==> src/rtl/cnn_pkg.sv <==
// Shared CNN datapath definitions: sign-magnitude activation layout, ReLU helper
// and the pooling engine's state encoding.
package cnn_pkg;

  localparam int DATA_W      = 32;
  localparam int SIGN_BIT    = DATA_W - 1;
  localparam int MAG_W       = DATA_W - 1;
  localparam int DEFAULT_WIN = 4;

  typedef enum logic {
    ACC  = 1'b0,
    HOLD = 1'b1
  } pool_state_e;

  // Negative values, including negative zero, clamp to +0.
  function automatic logic [DATA_W-1:0] relu_smag(input logic [DATA_W-1:0] x);
    return x[SIGN_BIT] ? '0 : x;
  endfunction

endpackage

==> src/rtl/smag_relu_cmp.sv <==
// Combinational sign-magnitude ReLU comparator: gt_o = relu(a) > relu(b), strictly,
// with relu(a) forwarded so the caller can load it without a second clamp.
module smag_relu_cmp
  import cnn_pkg::*;
#(
  parameter int W = cnn_pkg::DATA_W
) (
  input  logic [W-1:0] a_i,
  input  logic [W-1:0] b_i,
  output logic         gt_o,
  output logic [W-1:0] relu_a_o
);

  logic [W-1:0] relu_b;

  // After clamping both operands are non-negative, so the whole word orders by magnitude.
  assign relu_a_o = a_i[W-1] ? '0 : a_i;
  assign relu_b   = b_i[W-1] ? '0 : b_i;
  assign gt_o     = relu_a_o > relu_b;

endmodule

==> src/rtl/maxpool_window_reducer.sv <==
// Sequential max-pool engine: folds each group of WIN sign-magnitude beats into one
// ReLU'd maximum plus the beat index that produced it, then holds it for the consumer.
module maxpool_window_reducer
  import cnn_pkg::*;
#(
  parameter int DATA_W = cnn_pkg::DATA_W,
  parameter int WIN    = DEFAULT_WIN
) (
  input  logic                      clk,
  input  logic                      rst,
  input  logic                      in_valid,
  output logic                      in_ready,
  input  logic [DATA_W-1:0]         in_data,
  output logic                      out_valid,
  input  logic                      out_ready,
  output logic [DATA_W-1:0]         out_data,
  output logic [$clog2(WIN)-1:0]    out_idx,
  output logic                      out_zero
);

  localparam int IDX_W = $clog2(WIN);
  localparam logic [IDX_W-1:0] LAST_BEAT = IDX_W'(WIN - 1);

  pool_state_e       state_q, state_d;
  logic [IDX_W-1:0]  count_q, count_d;
  logic [DATA_W-1:0] acc_q, acc_d;
  logic [IDX_W-1:0]  best_q, best_d;
  logic [DATA_W-1:0] out_data_q, out_data_d;
  logic [IDX_W-1:0]  out_idx_q, out_idx_d;
  logic              out_zero_q, out_zero_d;

  logic              in_gt;
  logic [DATA_W-1:0] in_relu;
  logic [DATA_W-1:0] win_max;
  logic [IDX_W-1:0]  win_idx;

  smag_relu_cmp #(.W(DATA_W)) u_cmp (
    .a_i      (in_data),
    .b_i      (acc_q),
    .gt_o     (in_gt),
    .relu_a_o (in_relu)
  );

  // Strict compare keeps the earliest index on ties; acc starts at 0 so negatives never win.
  assign win_max = in_gt ? in_relu : acc_q;
  assign win_idx = in_gt ? count_q : best_q;

  assign in_ready  = (state_q == ACC);
  assign out_valid = (state_q == HOLD);
  assign out_data  = out_data_q;
  assign out_idx   = out_idx_q;
  assign out_zero  = out_zero_q;

  always_comb begin
    state_d    = state_q;
    count_d    = count_q;
    acc_d      = acc_q;
    best_d     = best_q;
    out_data_d = out_data_q;
    out_idx_d  = out_idx_q;
    out_zero_d = out_zero_q;
    case (state_q)
      ACC: begin
        if (in_valid) begin
          if (count_q == LAST_BEAT) begin
            out_data_d = win_max;
            out_idx_d  = win_idx;
            out_zero_d = (win_max == '0);
            count_d    = '0;
            acc_d      = '0;
            best_d     = '0;
            state_d    = HOLD;
          end else begin
            acc_d   = win_max;
            best_d  = win_idx;
            count_d = count_q + 1'b1;
          end
        end
      end
      HOLD: begin
        if (out_ready) state_d = ACC;
      end
      default: state_d = ACC;
    endcase
  end

  always_ff @(posedge clk) begin
    if (rst) begin
      state_q    <= ACC;
      count_q    <= '0;
      acc_q      <= '0;
      best_q     <= '0;
      out_data_q <= '0;
      out_idx_q  <= '0;
      out_zero_q <= 1'b1;
    end else begin
      state_q    <= state_d;
      count_q    <= count_d;
      acc_q      <= acc_d;
      best_q     <= best_d;
      out_data_q <= out_data_d;
      out_idx_q  <= out_idx_d;
      out_zero_q <= out_zero_d;
    end
  end

endmodule

==> config.mk <==
export PLATFORM = sky130hd
export DESIGN_NAME = maxpool_window_reducer
export DESIGN_NICKNAME = d
export VERILOG_FILES = /design/src/rtl/cnn_pkg.sv /design/src/rtl/smag_relu_cmp.sv /design/src/rtl/maxpool_window_reducer.sv
export SDC_FILE = /design/constraint.sdc
export NUM_CORES = 1
export LEC_CHECK = 0
export CAP_MARGIN = 20
export CORE_MARGIN = 5
export CORE_UTILIZATION = 25
export CTS_CLUSTER_SIZE = 24
export DETAILED_ROUTE_END_ITERATION = 16
export GPL_TIMING_DRIVEN = 0
export PLACE_DENSITY = 0.4
export SLEW_MARGIN = 15
export SYNTH_ARGS = -nofsm -noshare
export SYNTH_HDL_FRONTEND = slang
export SYNTH_SLANG_ARGS = --single-unit
==> constraint.sdc <==
create_clock -name clk -period 4.6 [get_ports clk]
set_clock_uncertainty 0.1 [all_clocks]
set_input_delay 0.92 -clock clk [delete_from_list [all_inputs] [get_ports clk]]
set_output_delay 0.92 -clock clk [all_outputs]
set_load 0.03 [all_outputs]
==> metrics.txt, run 1 <==
# TYPE chip_impl_metric gauge
chip_impl_info{name="status",value="completed"} 1
chip_impl_metric{name="cts_setup_buffers",unit=""} 0
chip_impl_metric{name="peakVddDrop",unit="mV"} 0.265
chip_impl_metric{name="drt_pass1_iterations",unit=""} 5
chip_impl_metric{name="p_per_area",unit="nW/um^2"} 492
chip_impl_metric{name="cellInternalPower",unit="mW"} 1.73
chip_impl_info{name="crit_path_cell_trace",value="clkdlybuf4s50_1 > clkbuf_2 > and2b_1 > ha_1 > nand4_1 > nor2_1 > nand3b_1 > a32oi_2 > clkbuf_1 > o21ai_0 > a311oi_1"} 1
chip_impl_metric{name="ioPinCount",unit=""} 73
chip_impl_metric{name="post-place-ws",unit="ns"} -0.398
chip_impl_metric{name="share_of_flip_flops_with_an_asynchronous_set_or_reset",unit="%"} 0
chip_impl_metric{name="core.rowCount",unit=""} 51
chip_impl_metric{name="syn_avg_cell_area",unit="um^2"} 7.66
chip_impl_metric{name="path_clk_slew",unit="ns"} 0.06
chip_impl_info{name="worstSetupEndpointType",value="flip-flop"} 1
chip_impl_metric{name="htreeDepth",unit=""} 3
chip_impl_metric{name="post-route-drc-count",unit=""} 0
chip_impl_info{name="rsz_0062_raised_after_global_routing",value="false"} 1
chip_impl_metric{name="globalRoute.totalOverflow",unit=""} 0
chip_impl_metric{name="power.combinational.fraction",unit="%"} 46.0
chip_impl_metric{name="area_growth_syn_to_layout",unit="%"} 27.1
chip_impl_info{name="startpoint_type",value="input port"} 1
chip_impl_metric{name="post-route-period-util",unit="%"} 93.4
chip_impl_metric{name="synth_sequential_area_ratio",unit="%"} 29.0
chip_impl_metric{name="post-layout-total-power",unit="mW"} 3.10
chip_impl_metric{name="ys.warnings.count",unit=""} 0
chip_impl_info{name="synth_top_family_by_area",value="compound AO/OA/AOI/OAI gates"} 1
chip_impl_metric{name="postSynthCellCount",unit=""} 648
chip_impl_metric{name="floorplan.die.width",unit="um"} 151
chip_impl_metric{name="slowest_delay",unit="ns"} 0.59
chip_impl_metric{name="crit_arrival",unit="ns"} 4.46
chip_impl_metric{name="fin_crit",unit="ns"} 4.30
chip_impl_metric{name="synth.cell_area",unit="um^2"} 4960
chip_impl_metric{name="post_synth_fa_ha_maj_area_fraction",unit="%"} 8.07
chip_impl_metric{name="grt_antenna_before_repair",unit=""} 0
chip_impl_metric{name="slew_viol_final",unit=""} 0
chip_impl_metric{name="vias",unit=""} 5243
chip_impl_metric{name="numCtsBuffers",unit=""} 9
chip_impl_metric{name="starting_density_of_the_core",unit="%"} 25.4
chip_impl_metric{name="grt.total_usage",unit="%"} 17.7
chip_impl_metric{name="post_drt_wl_per_cell",unit="um"} 19.8
chip_impl_metric{name="power.share.switching",unit="%"} 44.3
chip_impl_metric{name="ant_nets",unit=""} 0
chip_impl_metric{name="gp_congestion",unit=""} 0.881
chip_impl_metric{name="worst_slew_pin_slew",unit="ns"} 0.844
chip_impl_metric{name="clock_network_fraction_of_total_power",unit="%"} 24.0
chip_impl_metric{name="worst_ep_required_time",unit="ns"} 4.77
chip_impl_metric{name="design.final.nets",unit=""} 798
chip_impl_metric{name="post_synth_xor_area_fraction",unit="%"} 0
chip_impl_metric{name="worstHoldPathCells",unit=""} 2
chip_impl_info{name="layout.cells.most_common",value="nand2_1"} 1
chip_impl_metric{name="syn-num-nets",unit=""} 716
chip_impl_metric{name="critical_path_buf_inv_count",unit=""} 3
chip_impl_metric{name="post_dp_area",unit="um^2"} 6010
chip_impl_metric{name="finalHoldViolCount",unit=""} 0
chip_impl_metric{name="avgViaCountPerCell",unit=""} 5.24
chip_impl_metric{name="first_global_vias",unit=""} 5181
chip_impl_info{name="root_buffer_cell",value="clkbuf_16"} 1
chip_impl_metric{name="synth_simple_gate_area_share",unit="%"} 28.1
chip_impl_metric{name="fin_ws",unit="ns"} 0.302
chip_impl_metric{name="floorplan.die.height",unit="um"} 151
chip_impl_metric{name="synth_compound_gate_area_share",unit="%"} 29.1
chip_impl_info{name="tritoncts_clock_tree",value="done"} 1
chip_impl_metric{name="route.final.wire_length",unit="mm"} 19.8
chip_impl_metric{name="grt_max_degree",unit=""} 12
chip_impl_metric{name="final.hold.worst_slack",unit="ns"} 0.356
chip_impl_info{name="critical-path-slowest-cell",value="a32oi_2"} 1
chip_impl_info{name="cp_top_family",value="buffers and inverters"} 1
chip_impl_info{name="synth-main-ff-cell",value="dfxtp_1"} 1
chip_impl_metric{name="drv_cap",unit=""} 0
chip_impl_metric{name="detailedRoute.firstIterationViolations",unit=""} 352
chip_impl_metric{name="critical_path_cell_count",unit=""} 11
chip_impl_metric{name="cts.path.max_buffers",unit=""} 2
chip_impl_metric{name="power.net_switching",unit="mW"} 1.38
chip_impl_metric{name="reg2regPathDepth",unit=""} 10
chip_impl_metric{name="cp_max_fo",unit=""} 10
chip_impl_metric{name="wire_length_of_the_first_global_routing_pass",unit="mm"} 30.7
chip_impl_metric{name="antennaDiodeCount",unit=""} 0
chip_impl_metric{name="power_frac_seq",unit="%"} 30.0
chip_impl_metric{name="synth_mux_area_share",unit="%"} 0
chip_impl_info{name="critical_path_class",value="in2reg"} 1
chip_impl_metric{name="synth-seq-cells",unit=""} 72
chip_impl_metric{name="floorplan.core_area",unit="um^2"} 19500
chip_impl_metric{name="clk_latency",unit="ns"} 0.36
chip_impl_metric{name="die-area",unit="um^2"} 22800
chip_impl_metric{name="post-route-cell-area",unit="um^2"} 6310
chip_impl_info{name="timing.hold.worst.class",value="reg2reg"} 1
chip_impl_metric{name="synth_enable_flop_cells",unit=""} 0
chip_impl_metric{name="static-leakage-power",unit="nW"} 2.08
chip_impl_metric{name="fill_cells",unit=""} 2147
chip_impl_metric{name="setup_viol",unit=""} 0
chip_impl_metric{name="holdBufCountCts",unit=""} 0
chip_impl_metric{name="clkSinkCount",unit=""} 72
chip_impl_metric{name="maxClockFrequency",unit="GHz"} 0.233
chip_impl_metric{name="maxSlewHeadroom",unit="%"} 43.7
chip_impl_metric{name="netlist-cell-type-count",unit=""} 46
chip_impl_info{name="layout_common_cells",value="105 x nand2_1, 72 x dfxtp_1, 71 x clkdlybuf4s50_1"} 1
chip_impl_metric{name="number_of_buffers_added_on_ports",unit=""} 71
chip_impl_metric{name="final_layout_size_suffix_gt1_share",unit="%"} 8.57
chip_impl_metric{name="half_perimeter_wire_length_after_detailed_placement",unit="mm"} 14.7
chip_impl_metric{name="final.setup.tns",unit="ns"} 0
==> power by group through the flow <==
| stage | registers (mW) | clock network (mW) | logic [mW] |
|---|---|---|---|
| 3_3_place_gp | 0.938 | 0 | 1.39 |
| 5_1_grt | 0.950 | 0.787 | 1.59 |
| 3_5_place_dp | 0.941 | 0 | 1.42 |
| 2_1_floorplan | 0.887 | 0 | 1.01 |
| 4_1_cts | 0.928 | 0.759 | 1.43 |
| 6_report | 0.932 | 0.746 | 1.43 |
==> cell type report <==
| type | count | area, um^2 | share of cell area [%] |
|---|---|---|---|
| clock buffer | 13 | 260 | 4.12 |
| tap | 265 | 332 | 5.25 |
| inverter | 2 | 7.51 | 0.119 |
| timing repair buffer | 71 | 711 | 11.3 |
| buffer | 59 | 283 | 4.48 |
| sequential | 72 | 1440 | 22.8 |
| multi-input combinational | 515 | 3240 | 51.3 |
| clock inverter | 3 | 40.0 | 0.634 |
==> synthesized netlist by cell type (all sizes together) (2+ instances only) <==
cell type | n | area (um^2)
a211oi | 32 | 250
a21o | 4 | 30.0
a21oi | 48 | 240
a311o | 2 | 21.3
a311oi | 34 | 434
a32o | 3 | 30.0
and2b | 8 | 60.1
and3 | 2 | 12.5
buf | 18 | 124
clkbuf | 41 | 154
dfxtp | 72 | 1440
ha | 32 | 400
inv | 2 | 7.51
nand2 | 105 | 394
nand2b | 33 | 206
nand3 | 35 | 175
nand4 | 9 | 68.8
nor2 | 40 | 153
nor2b | 25 | 156
nor3 | 3 | 15.0
nor4 | 16 | 115
o211ai | 2 | 15.0
o21ai | 70 | 354
==> stage by stage <==
stage / util (%) / instances
2_1_floorplan: - / 648
3_3_place_gp: 30.8 / 984
3_5_place_dp: 30.8 / 984
4_1_cts: 32.3 / 1000
5_1_grt: 32.3 / 1000
6_report: 32.3 / 1000
==> registers in the layout (all words and copies together) (netlist names) <==
register	flops
count_q	2
acc_q	32
out_valid	1
out_zero	1
out_data	32
best_q	2
out_idx	2
==> worst paths after layout <==
kind	end	slack, ns	from
max	out_data[4]$_SDFFE_PP0P_	0.30	in_data[31]
min	out_data[31]$_SDFFE_PP0P_	0.36	out_data[31]$_SDFFE_PP0P_
max reg2reg	out_data[8]$_SDFFE_PP0P_	1.02	acc_q[31]$_SDFFE_PP0P_
min reg2reg	out_data[31]$_SDFFE_PP0P_	0.36	out_data[31]$_SDFFE_PP0P_
==> layer usage <==
| metal | wire (um) | global-route usage, % |
|---|---|---|
| met1 | 9440 | 24.1 |
| met2 | 9300 | 29.2 |
| met3 | 877 | 2.99 |
| met4 | 227 | 4.13 |
| met5 | 0 | 0 |
==> worst register-to-register path: cells and delay by family (launching register included) <==
kind | cells | cell delay, ns
AO/OA/AOI/OAI | 5 | 1.34
adder cells (fa/ha/maj) | 1 | 0.23
buffers and inverters | 2 | 0.89
flip-flops | 1 | 0.54
AND/OR/NAND/NOR | 2 | 0.38
==> kinds of logic (layout without fill, tap and decap cells) <==
group                    Yosys count  in the layout
AND/OR/NAND/NOR                  281            281
AO/OA/AOI/OAI                    202            202
buffers and inverters             61            148
adder cells (fa/ha/maj)           32             32
flip-flops                        72             72
==> what timing repair did <==
item                                    CTS  global route
gates resized for setup                   1             6
hold endpoints to repair                  0             0
endpoints found under the setup margin    3            50
(Power assumes the default switching activity.)
==> run 2, diff against run 1 <==
--- a/config.mk
+++ b/config.mk
@@ -12,6 +12,7 @@
 export DETAILED_ROUTE_END_ITERATION = 16
 export GPL_TIMING_DRIVEN = 0
 export PLACE_DENSITY = 0.4
+export REMOVE_ABC_BUFFERS = 1
 export SLEW_MARGIN = 15
 export SYNTH_ARGS = -nofsm -noshare
 export SYNTH_HDL_FRONTEND = slang
==> run 2 against run 1 <==
Net effect: via count shrank 5.6%; final cell count shrank 4.6%; worst hold slack gained 0.015 ns; sequential cell count is the same; non-clock buffer count shrank 46; fmax grew 2.5%; critical path type unchanged; largest power group unchanged.
==> metrics.txt, run 2 (synthesis gave the netlist of run 1 again) <==
# TYPE chip_impl_metric gauge
chip_impl_info{name="status",value="completed"} 1
chip_impl_metric{name="worst_slew_pin_slew",unit="ns"} 0.904
chip_impl_metric{name="first_global_vias",unit=""} 5036
chip_impl_metric{name="grt_antenna_before_repair",unit=""} 0
chip_impl_metric{name="gp_congestion",unit=""} 0.796
chip_impl_metric{name="post_drt_wl_per_cell",unit="um"} 18.5
chip_impl_metric{name="power_frac_seq",unit="%"} 29.2
chip_impl_metric{name="power.combinational.fraction",unit="%"} 45.9
chip_impl_metric{name="cts_resized",unit=""} 0
chip_impl_metric{name="floorplan.die.height",unit="um"} 151
chip_impl_info{name="rsz_0062_raised_after_global_routing",value="false"} 1
chip_impl_metric{name="setup_viol",unit=""} 0
chip_impl_metric{name="cp_max_fo",unit=""} 32
chip_impl_info{name="busiest_metal_layer_after_global_routing",value="met2"} 1
chip_impl_info{name="critical_path.reg2reg.startpoint",value="acc_q[31]$_SDFFE_PP0P_"} 1
chip_impl_info{name="hold_path_end",value="best_q[1]$_SDFFE_PP0P_"} 1
chip_impl_metric{name="floorplan.core_area",unit="um^2"} 19500
chip_impl_metric{name="final_layout_size_suffix_gt1_share",unit="%"} 9.58
chip_impl_metric{name="drt_pass1_iterations",unit=""} 5
chip_impl_metric{name="post-route-drc-count",unit=""} 0
chip_impl_metric{name="ioPinCount",unit=""} 73
chip_impl_metric{name="die-area",unit="um^2"} 22800
chip_impl_metric{name="p_per_area",unit="nW/um^2"} 495
chip_impl_metric{name="slew_viol_final",unit=""} 0
chip_impl_metric{name="power.net_switching",unit="mW"} 1.34
chip_impl_info{name="tritoncts_clock_tree",value="done"} 1
chip_impl_metric{name="fill_cells",unit=""} 2042
chip_impl_metric{name="vias",unit=""} 4950
chip_impl_metric{name="route.final.wire_length",unit="mm"} 17.6
chip_impl_metric{name="wire_length_of_the_first_global_routing_pass",unit="mm"} 28.2
chip_impl_metric{name="power.share.switching",unit="%"} 42.6
chip_impl_metric{name="drv_cap",unit=""} 0
chip_impl_metric{name="worstHoldPathCells",unit=""} 1
chip_impl_metric{name="antennaDiodeCount",unit=""} 0
chip_impl_info{name="startpoint_type",value="input port"} 1
chip_impl_metric{name="cts_setup_buffers",unit=""} 0
chip_impl_metric{name="htreeDepth",unit=""} 3
chip_impl_metric{name="number_of_buffers_added_on_ports",unit=""} 72
chip_impl_metric{name="reg2regPathDepth",unit=""} 12
chip_impl_info{name="layout.cells.most_common",value="nand2_1"} 1
chip_impl_metric{name="worst_ep_required_time",unit="ns"} 4.72
chip_impl_metric{name="ant_nets",unit=""} 0
chip_impl_metric{name="fin_crit",unit="ns"} 4.19
chip_impl_metric{name="groute.layer.met2.usage",unit="%"} 25.8
chip_impl_metric{name="post-route-cell-area",unit="um^2"} 6350
chip_impl_metric{name="finalHoldViolCount",unit=""} 0
chip_impl_metric{name="floorplan.die.width",unit="um"} 151
chip_impl_metric{name="peakVddDrop",unit="mV"} 0.255
chip_impl_metric{name="cts.path.max_buffers",unit=""} 2
chip_impl_metric{name="static-leakage-power",unit="nW"} 2.08
chip_impl_metric{name="design.final.nets",unit=""} 752
chip_impl_metric{name="cellInternalPower",unit="mW"} 1.81
chip_impl_metric{name="detailedRoute.firstIterationViolations",unit=""} 270
chip_impl_metric{name="grt.total_usage",unit="%"} 15.7
chip_impl_info{name="worstSetupEndpointType",value="flip-flop"} 1
chip_impl_metric{name="numCtsBuffers",unit=""} 9
chip_impl_metric{name="clock_network_fraction_of_total_power",unit="%"} 24.8
chip_impl_metric{name="clkSinkCount",unit=""} 72
chip_impl_metric{name="area_growth_syn_to_layout",unit="%"} 28.0
chip_impl_metric{name="met1_usage",unit="%"} 21.2
chip_impl_metric{name="maxSlewHeadroom",unit="%"} 39.5
chip_impl_metric{name="post-route-period-util",unit="%"} 91.2
chip_impl_metric{name="post-layout-total-power",unit="mW"} 3.15
chip_impl_metric{name="timing.reg2reg.setup_slack",unit="ns"} 0.93
chip_impl_metric{name="avgViaCountPerCell",unit=""} 5.19
chip_impl_metric{name="starting_density_of_the_core",unit="%"} 25.4
chip_impl_metric{name="half_perimeter_wire_length_after_detailed_placement",unit="mm"} 11.6
chip_impl_metric{name="final.hold.worst_slack",unit="ns"} 0.371
chip_impl_metric{name="crit_arrival",unit="ns"} 4.31
chip_impl_info{name="timing.hold.worst.class",value="reg2reg"} 1
chip_impl_info{name="min_from",value="best_q[1]$_SDFFE_PP0P_"} 1
chip_impl_info{name="layout_common_cells",value="103 x nand2_1, 72 x dfxtp_1, 70 x clkdlybuf4s50_1"} 1
chip_impl_metric{name="post_dp_area",unit="um^2"} 6010
chip_impl_metric{name="core.rowCount",unit=""} 51
chip_impl_metric{name="path_clk_slew",unit="ns"} 0.07
chip_impl_metric{name="holdBufCountCts",unit=""} 0
chip_impl_metric{name="clk_latency",unit="ns"} 0.35
chip_impl_metric{name="globalRoute.totalOverflow",unit=""} 0
chip_impl_info{name="critical_path_class",value="in2reg"} 1
chip_impl_metric{name="grt_max_degree",unit=""} 68
chip_impl_info{name="root_buffer_cell",value="clkbuf_16"} 1
chip_impl_metric{name="global_route.usage.met3",unit="%"} 2.93
chip_impl_info{name="r2r_end",value="acc_q[22]$_SDFFE_PP0P_"} 1
chip_impl_metric{name="maxClockFrequency",unit="GHz"} 0.238
[run 2: cell types whose count changed in the layout (fill, tap and decap cells not counted), sizes merged]
cell / delta
clkinvlp: +3
clkdlybuf4s50: -1
clkbuf: -45
bufinv: +1
buf: -4
[run 2: how the worst max path moves through the flow]
stage	from	to	slack [ns]	cells past startpoint
6_report	in_data[31]	acc_q[22]$_SDFFE_PP0P_	0.41	12
4_1_cts	in_data[31]	acc_q[22]$_SDFFE_PP0P_	0.46	12
3_3_place_gp	in_data[31]	acc_q[22]$_SDFFE_PP0P_	-2.41	9
3_5_place_dp	in_data[31]	acc_q[22]$_SDFFE_PP0P_	0.10	12
5_1_grt	in_data[31]	acc_q[4]$_SDFFE_PP0P_	0.25	12
2_1_floorplan	in_valid	out_zero$_SDFFE_PP1P_	0.35	4
[run 2: layout make-up]
type	instances	area, um^2	area share [%]
Tap cell	265	332	5.22
Timing Repair Buffer	84	967	15.2
Clock buffer	9	225	3.55
Clock inverter	7	96.3	1.52
Multi-Input combinational cell	515	3280	51.7
Inverter	2	7.51	0.118
Sequential cell	72	1440	22.7
[run 2: per-stage QoR]
step	setup WS [ns]	cells	TNS, ns	utilization, %
CTS	0.462	953	0	32.4
global placement	-2.41	926	-156.00	29.4
detailed placement	0.102	937	0	30.8
finish	0.407	954	0	32.5
global route	0.249	954	0	32.5
floorplan	0.349	589	0	-
[run 2: per-layer routing]
layer | vias up | part of all wire (%)
met3 | 14 | 4.7
met5 | - | 0
met2 | 136 | 46
li1 | 2435 | -
met4 | 0 | 1.3
met1 | 2365 | 48
[run 2: power by group through the flow]
stage               Sequential (mW)  Combinational [mW]  Clock, mW
finish                        0.920                1.45      0.780
floorplan                     0.887               0.919          0
detailed placement            0.933                1.44          0
CTS                           0.920                1.45      0.807
global route                  0.946                1.62      0.834
global placement              0.928                1.27          0
[run 2: worst max-delay path: stages]
cell and delay, ns:
buf_2 0.54, nor2b_1 0.23, ha_1 0.38, nand4_2 0.16, nor4_4 0.41, and3_1 0.30, a32oi_4 0.15, buf_16 0.23
buf_16 0.16, nor2_4 0.47, buf_16 0.23, a211oi_1 0.09
